===== config.mk =====
export PLATFORM = sky130hd
export DESIGN_NAME = rf_wb_arbiter
export DESIGN_NICKNAME = d
export VERILOG_FILES = /design/src/rtl/rf_wb_arbiter.sv
export SDC_FILE = /design/constraint.sdc
export NUM_CORES = 1
export LEC_CHECK = 0
export BUFFER_PORTS_ARGS = -buffer_cell sky130_fd_sc_hd__buf_2
export CAP_MARGIN = 20
export CORE_AREA = 8 8 100 102
export CTS_BUF_LIST = sky130_fd_sc_hd__clkbuf_4 sky130_fd_sc_hd__clkbuf_8
export CTS_CLUSTER_DIAMETER = 30
export DETAILED_ROUTE_END_ITERATION = 16
export DIE_AREA = 0 0 108 110
export GPL_ROUTABILITY_DRIVEN = 0
export PLACE_DENSITY = 0.75
export SLEW_MARGIN = 10
export SYNTH_ARGS = -nofsm -noshare
export SYNTH_HDL_FRONTEND = slang
export SYNTH_SLANG_ARGS = --single-unit

===== constraint.sdc =====
create_clock -name clk -period 3.3 [get_ports clk]
set_clock_uncertainty 0.2 [all_clocks]
set_input_delay 0.33 -clock clk [delete_from_list [all_inputs] [get_ports clk]]
set_output_delay 0.33 -clock clk [all_outputs]
set_load 0.02 [all_outputs]

===== src/rtl/rf_wb_arbiter.sv =====
// rf_wb_arbiter
// Shares the single write port of a 32x32 register file between NUM_REQ
// writeback requesters. Arbitration is round-robin over valid/ready
// handshakes. The winning request is registered onto the rf write port.
// Writes to x0 still complete the handshake but never raise write_e.
// A saturating counter tracks contended cycles.
//
// Optional feature (macro RF_WB_BYPASS_EN): a combinational read-after-write
// bypass on the two rf read ports covers the cycle in which a write is
// pending at the rf port. Without the macro, reg_d1/reg_d2 pass rf_d1/rf_d2
// straight through.
//
// Ports:
//   clk, rst            clock, synchronous active-high reset
//   req_valid/req_ready per-requester handshake (ready is one-hot or zero)
//   req_rd, req_data    packed per-requester destination index / data
//   wb_stall            blocks all grants this cycle
//   write_e, rd, write_d registered rf write port
//   reg_s1/2, rf_d1/2   read addresses and raw rf read data
//   reg_d1/2            (optionally bypassed) read data to consumers
//   conflict_cnt        saturating count of contended, unstalled cycles
module rf_wb_arbiter #(
  parameter int NUM_REQ = 2,
  parameter int CNT_W   = 16
) (
  input  logic                   clk,
  input  logic                   rst,
  input  logic [NUM_REQ-1:0]     req_valid,
  output logic [NUM_REQ-1:0]     req_ready,
  input  logic [NUM_REQ*5-1:0]   req_rd,
  input  logic [NUM_REQ*32-1:0]  req_data,
  input  logic                   wb_stall,
  output logic                   write_e,
  output logic [4:0]             rd,
  output logic [31:0]            write_d,
  input  logic [4:0]             reg_s1,
  input  logic [4:0]             reg_s2,
  input  logic [31:0]            rf_d1,
  input  logic [31:0]            rf_d2,
  output logic [31:0]            reg_d1,
  output logic [31:0]            reg_d2,
  output logic [CNT_W-1:0]       conflict_cnt
);

  localparam int IDX_W = (NUM_REQ > 1) ? $clog2(NUM_REQ) : 1;
  localparam logic [IDX_W-1:0] LAST_RST = IDX_W'(NUM_REQ - 1);
  localparam logic [CNT_W-1:0] CNT_MAX  = {CNT_W{1'b1}};

  logic [IDX_W-1:0] last_grant_q, last_grant_d;
  logic             write_e_q, write_e_d;
  logic [4:0]       rd_q, rd_d;
  logic [31:0]      write_d_q, write_d_d;
  logic [CNT_W-1:0] cnt_q, cnt_d;

  logic             grant_vld_s;
  logic [IDX_W-1:0] grant_idx_s;
  logic [4:0]       sel_rd_s;
  logic [31:0]      sel_data_s;
  logic             contended_s;

  // Round-robin search starting just after the last granted requester.
  always_comb begin
    grant_vld_s = 1'b0;
    grant_idx_s = last_grant_q;
    req_ready   = '0;
    if (!rst && !wb_stall) begin
      for (int k = 1; k <= NUM_REQ; k++) begin
        if (!grant_vld_s && req_valid[(int'(last_grant_q) + k) % NUM_REQ]) begin
          grant_vld_s = 1'b1;
          grant_idx_s = IDX_W'((int'(last_grant_q) + k) % NUM_REQ);
        end else begin
          grant_vld_s = grant_vld_s;
        end
      end
    end else begin
      grant_vld_s = 1'b0;
    end
    if (grant_vld_s) begin
      req_ready = NUM_REQ'(1) << grant_idx_s;
    end else begin
      req_ready = '0;
    end
  end

  assign sel_rd_s    = req_rd[int'(grant_idx_s) * 5 +: 5];
  assign sel_data_s  = req_data[int'(grant_idx_s) * 32 +: 32];
  // Stall suppresses contention counting as well as grants.
  assign contended_s = !wb_stall && ($countones(req_valid) >= 2);

  // Next-state for the write-port register, round-robin pointer and counter.
  always_comb begin
    last_grant_d = last_grant_q;
    write_e_d    = 1'b0;
    rd_d         = rd_q;
    write_d_d    = write_d_q;
    cnt_d        = cnt_q;
    if (grant_vld_s) begin
      // An x0 transfer still completes and moves the pointer, but never writes.
      last_grant_d = grant_idx_s;
      rd_d         = sel_rd_s;
      write_d_d    = sel_data_s;
      write_e_d    = (sel_rd_s != 5'd0);
    end else begin
      write_e_d    = 1'b0;
    end
    if (contended_s && (cnt_q != CNT_MAX)) begin
      cnt_d = cnt_q + CNT_W'(1);
    end else begin
      cnt_d = cnt_q;
    end
  end

  // State register with synchronous reset; reset drops any pending write.
  always_ff @(posedge clk) begin
    if (rst) begin
      last_grant_q <= LAST_RST;
      write_e_q    <= 1'b0;
      rd_q         <= 5'd0;
      write_d_q    <= 32'd0;
      cnt_q        <= '0;
    end else begin
      last_grant_q <= last_grant_d;
      write_e_q    <= write_e_d;
      rd_q         <= rd_d;
      write_d_q    <= write_d_d;
      cnt_q        <= cnt_d;
    end
  end

  assign write_e      = write_e_q;
  assign rd           = rd_q;
  assign write_d      = write_d_q;
  assign conflict_cnt = cnt_q;

`ifdef RF_WB_BYPASS_EN
  // Forward the pending write while the rf has not yet committed it.
  always_comb begin
    reg_d1 = rf_d1;
    reg_d2 = rf_d2;
    if (write_e_q && (rd_q == reg_s1) && (reg_s1 != 5'd0)) begin
      reg_d1 = write_d_q;
    end else begin
      reg_d1 = rf_d1;
    end
    if (write_e_q && (rd_q == reg_s2) && (reg_s2 != 5'd0)) begin
      reg_d2 = write_d_q;
    end else begin
      reg_d2 = rf_d2;
    end
  end
`else
  assign reg_d1 = rf_d1;
  assign reg_d2 = rf_d2;
`endif

endmodule


# Word-level counts from Yosys, hierarchy flattened
# Cells that the tools add are included.
[totals]
out_inout_bits = 120
inputBits = 153
wordCells = 43
reg_bits = 55
[op_classes]
bitwise = 3
addsub = 4
n_reduce_logical = 9
eq_ne = 1
order_cmp = 3
shift = 3
muxes = 14
n_mul = 1
[ops]
columns = ["cell", "count"]
rows = [
  ["indexed part select 64 x 7 -> 32 bit", 1],
  ["adder 16 x 1 -> 16 bit, second input constant", 1],
  ["inequality test 16 bit, second input constant", 1],
  ["two-way mux 1 bit", 13],
  ["indexed part select 10 x 5 -> 5 bit", 1],
  ["less-than comparator 2 x 3 -> 1 bit, second input constant", 2],
  ["nonzero test 5 bit", 1],
  ["logical AND 1 bit", 4],
  ["multiplier 1 x 3 -> 4 bit, second input constant", 1],
  ["logical NOT 1 bit", 3],
  ["adder 1 bit, second input constant", 2],
  ["adder 1 x 1 -> 2 bit", 1],
  ["bitwise AND 1 bit, first input constant", 2],
  [">= comparator 2 bit, second input constant", 1],
  ["two-way mux 2 bit", 1],
  ["OR reduction 2 bit", 1],
  ["left shift 1 x 1 -> 2 bit, first input constant", 1],
  ["inverter 1 bit", 1],
]

# Logic depth before layout (Yosys ltp)
[logic_depth]
depth_word = 14
ltp_mapped = 6
depth_no_buf = 5

# Worst setup path after synthesis
# No wires, ideal clock.
[synth_path]
kind = "reg-to-reg"
start = "register cnt_q[0], in the netlist conflict_cnt[0]"
end = "register cnt_q[13], in the netlist conflict_cnt[13]"
setup_ns = 0.121
required_time_ns = 2.979
stages_incl_launch_ff = 6
n_path_buf = 0
synth_period_minus_slack_ns = 1.893
arrival_time_ns = 1.572
setup_slack_ns = 1.407
path_cell_list = "dfxtp_1 > ha_1 > nand3_1 > nor4_4 > nor4_1 > mux2_2"
[synth_via]
elab_chain_cells = 2
elab_cells_between_ends = 3
[synth_rtl]
columns = ["item", "line_no", "text"]
rows = [
  ["start: declaration", "53", "logic [CNT_W-1:0] cnt_q, cnt_d;"],
  ["start signal: assignment", "126", "cnt_q <= cnt_d;"],
  ["branches (longest 2 deep; another with adder 16 x 1 -> 16 bit)", "--", ""],
]
# Several ways; the timed one is not identified.
# A chain may end at the register's enable or synchronous reset.

# Final worst setup path
[layout_path]
start = "register cnt_q[0], in the netlist conflict_cnt[0]"
end = "register cnt_q[15], in the netlist conflict_cnt[15]"
# Same word-level chain as after synthesis.

==> results.cfg <==
[drt]
drt-pass1-iter-count = 4
drt-initial-drc-count = 136
wl_um = 8630
drc_errors = 0
via_per_inst = 5.41
wl_per_cell_um = 16.9
drtAntennaViolNets = 0
vias = 2766

[clock_tree]
h-tree-depth = 2
cts-root-buf = clkbuf_8
postCtsHoldBufs = 0
numCtsBuffers = 5
path_clk_slew_ps = 100
cts-resized-gates = 0
cts_tree = built
post_cts_buffers = 0
cts_sinks = 55
clk_path_buf_depth = 2
clk_latency_ps = 300

[placed_design]
numPlacedInstances = 503
hpwlAfterDp_um = 6400
postPlaceCellArea_sq_um = 3210
io_buffer_count = 134
dp_slack_ps = 1040

[floorplanning]
die_w_um = 108
ios = 273
core-area_sq_um = 8470
die_area_sq_um = 11900
initial_utilization_pct = 34.7
std_cell_rows = 34
die_y_um = 110

[timing]
max_freq_ghz = 0.440
rsz0062_at_grt = false
drv_slew = 0
setup_ws_ps = 1030
tightestPinTransition_ps = 821
fin_tns_setup_ps = 0
timing.hold.ws_ps = 64.3
slew_headroom_pct = 44.9
setup_viol = 0
period_share_pct = 68.8
hold_viol = 0
finalCriticalPeriod_ps = 2270

[final_layout]
nets = 556
layout.cells.non_filler = 511
finish.utilization_pct = 39.0
post_route_cells_drive_above_1_share_pct = 38.5
insertedDiodeCount = 0
syn2layout_area_growth_pct = 12.2
final_cell_area_sq_um = 3300

[min_path]
hold_path.class = primary input to register

[logic_synthesis]
avgSynthCellArea_sq_um = 8.55
synthAdderAreaFrac_pct = 0.426
synthMuxAreaShare_pct = 2.47
yosys_warnings = 0
synth-edff-count = 0
yosysTopAreaCell = dfxtp_1
synth_fp_nets = 498
synth_area_leaders = dfxtp_1, buf_4, a22oi_1
synthArstFlopShare_pct = 0
synth_simple_gate_area_share_pct = 18.1
synth_compound_area_share_pct = 21.1
synth_top_cell_area_share_pct = 37.4
post-synth-top-count-cell = buf_4
seq_area_frac_synth_pct = 37.4
synth_seq_cells = 55
syn-cell-area_sq_um = 2940
synth-xor-area-share_pct = 0.298
syn_inst = 344
ys_top_cells_by_count = buf_4, dfxtp_1, a21oi_1
synth_top_family_by_area = compound AO/OA/AOI/OAI gates
synthDistinctLibCells = 40
synthFlopType = dfxtp_1

[global_route]
grt_pass1_wl_um = 13400
overflow = 0
grt_pass1_vias = 2803
antenna_found_initial = 0
grt_usage_pct = 13.7
grt_max_degree = 56

[power_and_ir_drop]
power.density_nw_per_um2 = 382
peakVddDrop_uv = 203
p_total_mw = 1.26
power.leakage_nw = 1.40

[critical_path]
path_class = register to register
end_kind = register
worst_ep_required_time_ps = 3300
worst-path-max-fanout = 19
worstSetupStartpointType = register
crit_arrival_ps = 2270

[job]
max_cap_viol_count = 0

[run_status]
status = finished, final reports clean
state kept, by name (all words and copies together), names as in the netlist:
signal and flops:
write_d 32, conflict_cnt 16, rd 5, last_grant_q 1, write_e 1
path summary, 6_finish.rpt:
path         cells after the start            start               end  slack (ps)
min reg2reg                      2            rd[4]             rd[4]         310
max reg2reg                      5  conflict_cnt[0]  conflict_cnt[15]        1030
max                              5  conflict_cnt[0]  conflict_cnt[15]        1030
min                              3     req_data[21]       write_d[21]          60
worst max-delay path, cell delays in order (launching register included):
cell,delay [ps]
dfxtp_1,440
ha_1,210
nand3_1,200
nor4_4,670
nor4_1,150
mux2_2,300
power breakdown:
part           switching, mW  total [mW]  leakage, nW  internal (mW)
Clock                  0.219       0.377       0.0446          0.157
Combinational          0.113       0.190        0.911         0.0772
Sequential            0.0107       0.694        0.446          0.684
Total                  0.343        1.26         1.40          0.918
logic make-up after synthesis:
group                    Yosys count
buffers and inverters             89
flip-flops                        55
AO/OA/AOI/OAI                     97
multiplexers                       7
adder cells (fa/ha/maj)            1
AND/OR/NAND/NOR                   94
XOR/XNOR                           1
layout make-up:
cell class                      count  area [sq um]
Fill cell                         887          5170
Sequential cell                    55          1100
Inverter                            1          3.75
Timing Repair Buffer              139           708
Multi-Input combinational cell    200          1260
Clock buffer                        6          76.3
Clock inverter                      2          12.5
Tap cell                          108           135
metal layers:
metal	wire (um)	track usage [%]	vias up
li1	-	-	1314
met1	3240	14.4	1311
met2	4390	23.3	117
met3	839	6.16	24
met4	157	5.45	0
met5	0	0	-
cell usage in the layout, fill, tap and decap left out, types with 3 or more instances in the layout:
cell	count
nor3_1	4
mux2i_1	5
nor2_1	12
or3_1	4
clkbuf_8	5
nand2_1	7
a22oi_1	32
nor4_1	3
and3_1	3
a21oi_1	43
dfxtp_1	55
nand3_1	36
a211oi_1	5
buf_2	134
or4_1	6
o31ai_1	6
o21ai_0	5
nand4_1	4
buf_4	5
No activity file was read; power rests on OpenSTA's default activity.
